File: config.mk
export PLATFORM = sky130hd
export DESIGN_NAME = div_issue_flat
export DESIGN_NICKNAME = d
export VERILOG_FILES = /design/src/rtl/div_issue_if.sv /design/src/rtl/div_issue.sv /design/src/flat_wrapper.sv
export SDC_FILE = /design/constraint.sdc
export NUM_CORES = 1
export LEC_CHECK = 0
export ABC_AREA = 1
export CORE_ASPECT_RATIO = 1.2
export CORE_MARGIN = 5
export CORE_UTILIZATION = 38
export CTS_CLUSTER_SIZE = 10
export DETAILED_ROUTE_END_ITERATION = 10
export GPL_ROUTABILITY_DRIVEN = 0
export HOLD_SLACK_MARGIN = 0.08
export PLACE_DENSITY_LB_ADDON = 0.25
export SYNTH_ARGS = -nofsm -noshare
export SYNTH_HDL_FRONTEND = slang
export SYNTH_SLANG_ARGS = --single-unit
File: constraint.sdc
create_clock -name clock -period 1.5 [get_ports clock]
set_input_delay 0.15 -clock clock [delete_from_list [all_inputs] [get_ports clock]]
set_output_delay 0.15 -clock clock [all_outputs]
set_load 0.02 [all_outputs]
File: src/rtl/div_issue_if.sv
// Signal bundle between div_issue and its neighbours: issue-side request,
// divider control/result, and writeback result.
`timescale 1ns/1ps
interface div_issue_if;
  logic        req_valid;
  logic        req_ready;
  logic [31:0] req_dividend;
  logic [31:0] req_divisor;
  logic [4:0]  req_rd;

  logic        div_start;
  logic [31:0] div_operandA;
  logic [31:0] div_operandB;
  logic [31:0] div_result;
  logic        div_resultRDY;
  logic        div_exception;

  logic        wb_valid;
  logic [31:0] wb_data;
  logic [4:0]  wb_rd;
  logic        wb_exception;
  logic        wb_ready;

  logic        stall;

  modport slave (
    input  req_valid, req_dividend, req_divisor, req_rd,
    input  div_result, div_resultRDY, div_exception, wb_ready,
    output req_ready, div_start, div_operandA, div_operandB,
    output wb_valid, wb_data, wb_rd, wb_exception, stall
  );

  modport master (
    output req_valid, req_dividend, req_divisor, req_rd,
    output div_result, div_resultRDY, div_exception, wb_ready,
    input  req_ready, div_start, div_operandA, div_operandB,
    input  wb_valid, wb_data, wb_rd, wb_exception, stall
  );
endinterface

File: src/rtl/div_issue.sv
// Issue/sequencing wrapper around a multi-cycle signed divider with timeout.
// Optional macro DIV_ZERO_SKIP_EN short-circuits divide-by-zero straight to writeback.
`timescale 1ns/1ps
module div_issue #(
  parameter int TIMEOUT = 40
) (
  input  logic       clock,
  input  logic       reset_n,
  div_issue_if.slave bus
);

  typedef enum logic [1:0] {IDLE, START, BUSY, DONE} state_t;

  localparam logic [5:0] TMO_LIMIT = 6'(TIMEOUT);

  state_t      state;
  logic [31:0] opa_q;
  logic [31:0] opb_q;
  logic [4:0]  rd_q;
  logic [31:0] wb_data_q;
  logic        wb_exc_q;
  logic [5:0]  tmo_cnt;
  logic        div_start_q;
  logic        wb_valid_q;
  logic        stall_q;
  logic        accept;
  logic        skip_zero;

  assign accept = bus.req_valid && bus.req_ready;

`ifdef DIV_ZERO_SKIP_EN
  assign skip_zero = (bus.req_divisor == '0);
`else
  assign skip_zero = 1'b0;
`endif

  // NOTE: all state updates use non-blocking assignments so every register
  // samples pre-edge values; blocking here would create order-dependent races.
  always_ff @(posedge clock or negedge reset_n) begin
    if (!reset_n) begin
      state       <= IDLE;
      opa_q       <= '0;
      opb_q       <= '0;
      rd_q        <= '0;
      wb_data_q   <= '0;
      wb_exc_q    <= 1'b0;
      tmo_cnt     <= '0;
      div_start_q <= 1'b0;
      wb_valid_q  <= 1'b0;
      stall_q     <= 1'b0;
    end else begin
      case (state)
        IDLE: begin
          if (accept) begin
            opa_q   <= bus.req_dividend;
            opb_q   <= bus.req_divisor;
            rd_q    <= bus.req_rd;
            stall_q <= 1'b1;
            if (skip_zero) begin
              wb_data_q  <= '0;
              wb_exc_q   <= 1'b1;
              wb_valid_q <= 1'b1;
              state      <= DONE;
            end else begin
              div_start_q <= 1'b1;
              state       <= START;
            end
          end
        end
        START: begin
          div_start_q <= 1'b0;
          tmo_cnt     <= '0;
          state       <= BUSY;
        end
        BUSY: begin
          tmo_cnt <= tmo_cnt + 6'd1;
          // A result arriving on the timeout cycle still counts as a real result.
          if (bus.div_resultRDY) begin
            wb_data_q  <= bus.div_result;
            wb_exc_q   <= bus.div_exception;
            wb_valid_q <= 1'b1;
            state      <= DONE;
          end else if (tmo_cnt + 6'd1 == TMO_LIMIT) begin
            wb_data_q  <= '0;
            wb_exc_q   <= 1'b1;
            wb_valid_q <= 1'b1;
            state      <= DONE;
          end
        end
        DONE: begin
          if (bus.wb_ready) begin
            wb_valid_q <= 1'b0;
            stall_q    <= 1'b0;
            state      <= IDLE;
          end
        end
        default: state <= IDLE;
      endcase
    end
  end

  // Gated by reset_n so the block never advertises readiness while held in reset,
  // yet is ready in the very first cycle after release.
  assign bus.req_ready    = reset_n && (state == IDLE);
  assign bus.div_start    = div_start_q;
  assign bus.div_operandA = opa_q;
  assign bus.div_operandB = opb_q;
  assign bus.wb_valid     = wb_valid_q;
  assign bus.wb_data      = wb_data_q;
  assign bus.wb_rd        = rd_q;
  assign bus.wb_exception = wb_exc_q;
  assign bus.stall        = stall_q;

endmodule

File: src/flat_wrapper.sv
// flat-port wrapper written by rule: the top's interface ports become plain ports
module div_issue_flat 
#(
  parameter int TIMEOUT = 40
)
  (clock, reset_n, bus_req_valid, bus_req_dividend, bus_req_divisor, bus_req_rd, bus_div_result, bus_div_resultRDY, bus_div_exception, bus_wb_ready, bus_req_ready, bus_div_start, bus_div_operandA, bus_div_operandB, bus_wb_valid, bus_wb_data, bus_wb_rd, bus_wb_exception, bus_stall);
  div_issue_if bus_i ();
  input  logic clock;
  input  logic reset_n;
  input wire logic [$bits(bus_i.req_valid)-1:0] bus_req_valid;
  input wire logic [$bits(bus_i.req_dividend)-1:0] bus_req_dividend;
  input wire logic [$bits(bus_i.req_divisor)-1:0] bus_req_divisor;
  input wire logic [$bits(bus_i.req_rd)-1:0] bus_req_rd;
  input wire logic [$bits(bus_i.div_result)-1:0] bus_div_result;
  input wire logic [$bits(bus_i.div_resultRDY)-1:0] bus_div_resultRDY;
  input wire logic [$bits(bus_i.div_exception)-1:0] bus_div_exception;
  input wire logic [$bits(bus_i.wb_ready)-1:0] bus_wb_ready;
  output wire logic [$bits(bus_i.req_ready)-1:0] bus_req_ready;
  output wire logic [$bits(bus_i.div_start)-1:0] bus_div_start;
  output wire logic [$bits(bus_i.div_operandA)-1:0] bus_div_operandA;
  output wire logic [$bits(bus_i.div_operandB)-1:0] bus_div_operandB;
  output wire logic [$bits(bus_i.wb_valid)-1:0] bus_wb_valid;
  output wire logic [$bits(bus_i.wb_data)-1:0] bus_wb_data;
  output wire logic [$bits(bus_i.wb_rd)-1:0] bus_wb_rd;
  output wire logic [$bits(bus_i.wb_exception)-1:0] bus_wb_exception;
  output wire logic [$bits(bus_i.stall)-1:0] bus_stall;
  assign bus_i.req_valid = bus_req_valid;
  assign bus_i.req_dividend = bus_req_dividend;
  assign bus_i.req_divisor = bus_req_divisor;
  assign bus_i.req_rd = bus_req_rd;
  assign bus_i.div_result = bus_div_result;
  assign bus_i.div_resultRDY = bus_div_resultRDY;
  assign bus_i.div_exception = bus_div_exception;
  assign bus_i.wb_ready = bus_wb_ready;
  assign bus_req_ready = bus_i.req_ready;
  assign bus_div_start = bus_i.div_start;
  assign bus_div_operandA = bus_i.div_operandA;
  assign bus_div_operandB = bus_i.div_operandB;
  assign bus_wb_valid = bus_i.wb_valid;
  assign bus_wb_data = bus_i.wb_data;
  assign bus_wb_rd = bus_i.wb_rd;
  assign bus_wb_exception = bus_i.wb_exception;
  assign bus_stall = bus_i.stall;
  div_issue #(.TIMEOUT(TIMEOUT)) u_core (.clock(clock), .reset_n(reset_n), .bus(bus_i));
endmodule
==> results.txt <==
share of cells above drive strength 1 = 19.8%
min Tclk post-route = 1.66 ns
synth unique cells = 25
initial antenna violation count = 0
H-tree depth = 4
sequential area share after synthesis = 60.4%
final hold violation count = 0
PwrDens = 2070 nW/um2
cell accounting for the most synthesized area = dfrtp_1
critical path capture point type = flop
failing checks = negative setup slack
register area = 2830 um2
CP max FO = 6
fin crit share = 111%
CTS Sinks = 113
IO Port Bufs = 212
Hold Path Class = in2reg
Vias/cell = 4.58
Max-slew headroom = 55.1%
first-pass GRT wire length = 22.9 mm
top post-synthesis cells by area = dfrtp_1, nand2_1, nand2_2
global route total overflow = 0
NumNets Final = 872
static leakage = 4.11 nW
Filler cells = 1,015
Cell Rows = 44
Root Buffer = clkbuf_16
DRC Markers = 0
die area = 14,600 um2
ys flop type = dfrtp_1
ant diodes = 0
Finished Layout Cells = 933
Longest Clk Path Bufs = 2
Worst-Skew Late Latency = 0.41 ns
placed cell count = 886
Worst Setup Path Type = reg2reg
Critical Path RT = 1.80 ns
Die X = 111 um
Die Ht = 132 um
status = finished with violations
Peak VDD IR = 0.937 mV
Starting Density = 38.6%
initial DRC count = 214
WL per Instance = 15.8 um
Worst Max-Slew Pin Slew = 0.673 ns
Ys Warns = 0
MaxCap Viol Count = 0
area of the multi-input gates = 1840 um2
DRT antenna net count = 0
Critical Path Start Type = flop
clk_skew = 0.00499 ns
arrival time at the worst endpoint = 1.96 ns
Synth top area share = 60.4%
post-detail-place hpwl = 9.44 mm
RSZ-0062 raised after global routing = yes
Yosys reg bits = 113
final core utilization = 65.6%
routed wire length = 14.7 mm
area grow syn2layout = 69.6%
Post-synth EDFFs = 0
Slew Viols, Final = 0
area of the core = 12,100 um2
vias in the first global route = 4,533
Post-Synthesis Cells = 519
number of I/O pins = 213
Syn Nets = 632
drt first pass iters = 6
FMAX = 0.603 GHz
vias = 4,270
final setup vio count = 36
Tot Pwr = 16.4 mW
PnR worst setup slack = -0.158 ns
Syn Area/Cell = 9.02 um2
Post-Syn Area = 4680 um2
Post-synth top cells = nand2_1, dfrtp_1, nand2_2
register clock-pin slew on the reported worst setup and hold paths = 0.06 ns
top-count cell post-synth = nand2_1
total track usage = 19.2%
CTS tree = yes
largest net degree at the start of global routing = 114
total CTS buffers = 17
fraction of registers with async set/reset = 100%
[worst paths after layout]
path                                              from                     endpoint  slack [ns]  cells past startpoint
min in group asynchronous                      reset_n          u_core.bus.wb_valid        0.33                      3
hold / removal                     bus_req_divisor[13]  u_core.bus.div_operandB[13]        0.27                      3
setup reg to reg                     u_core.tmo_cnt[0]       u_core.bus.wb_data[14]       -0.16                     11
max in group asynchronous                      reset_n            u_core.tmo_cnt[1]        0.59                      3
hold reg to reg            u_core.bus.div_operandA[30]  u_core.bus.div_operandA[30]        0.47                      2
setup / recovery                     u_core.tmo_cnt[0]       u_core.bus.wb_data[14]       -0.16                     11
[routing by layer]
metal	vias up	global-route usage (%)	routed length [um]
met2	185	31.8	7080
met3	18	8.97	1500
met4	0	6.36	225
met1	2012	22.1	5910
met5	-	0	0
li1	2055	-	-
[placed cells by master (no fill, tap or decap), types with 3 or more instances in the layout]
cell type        Yosys  routed
buf_12               3       5
buf_16               0       4
buf_4                0      16
buf_6                0       3
clkbuf_16            0      20
clkdlybuf4s50_1      0     105
clkinv_4             0       5
clkinvlp_4           0       7
dfrtp_1            113     113
dlygate4sd2_1        0     105
ha_1                 6       3
inv_1               13      10
inv_2                2       4
nand2_1            270     259
nand2_2             61      51
nand2_4              2      22
nand3_1              8       6
nor2_1               4       4
[power breakdown]
part	internal, mW	leakage (nW)	switching, mW
clock network	2.28	0.254	1.50
registers	4.42	1.42	0.890
logic	3.06	2.44	4.28
[metrics by stage]
stage          worst slack, ns  cell area [um2]  TNS, ns  hold WS, ns
6_report                -0.158             7940    -4.75        0.269
5_1_grt                 -0.252             7940    -7.85        0.273
4_1_cts                 -0.120             7680    -3.70        0.257
3_5_place_dp            -0.155             7060    -4.93        0.307
3_3_place_gp           -0.0309             7060   -0.664        0.300
2_1_floorplan           0.0197             4690        0       -0.146
[sequential cells by signal (all words and copies together) (netlist names)]
name and flops:
u_core.bus.wb_data 32, u_core.bus.wb_exception 1, u_core.bus.div_operandB 32, u_core.bus.wb_valid 1, u_core.tmo_cnt 6, u_core.bus.div_start 1
u_core.bus.stall 1, u_core.bus.div_operandA 32, u_core.bus.wb_rd 5, u_core.state 2
[timing repair]
action / 4_1_cts / 5_1_grt
endpoints found under the setup margin: 141 / 88
buffers inserted: 1 / 7
pin swaps: 5 / 5
hold endpoints to repair: 113 / 0
gates cloned: 3 / 3
hold buffers: 1 / 0
resized for setup: 132 / 34
[critical path: stages, from the launching register on]
cell     delay (ns)
dfrtp_1        0.42
ha_4           0.19
nand3_2        0.08
nand2_2        0.10
nand3_2        0.09
nor2_2         0.11
nand2_2        0.08
nand2_4        0.10
nand2_8        0.11
buf_16         0.17
nand2_2        0.07
nand2_2        0.04
[area by class of cell]
class | count | area share (%)
clock buffer | 17 | 5.36
multi-input combinational | 368 | 23.2
sequential | 113 | 35.6
tap | 161 | 2.54
clock inverter | 15 | 1.76
inverter | 16 | 0.867
timing repair buffer | 243 | 30.7
[cells by family after synthesis]
| logic type | synth area share, % |
|---|---|
| buffers and inverters | 4.22 |
| AO/OA/AOI/OAI | 1.42 |
| AND/OR/NAND/NOR | 32.3 |
| adder cells (fa/ha/maj) | 1.60 |
| flip-flops | 60.4 |
(Power assumes the default switching activity.)
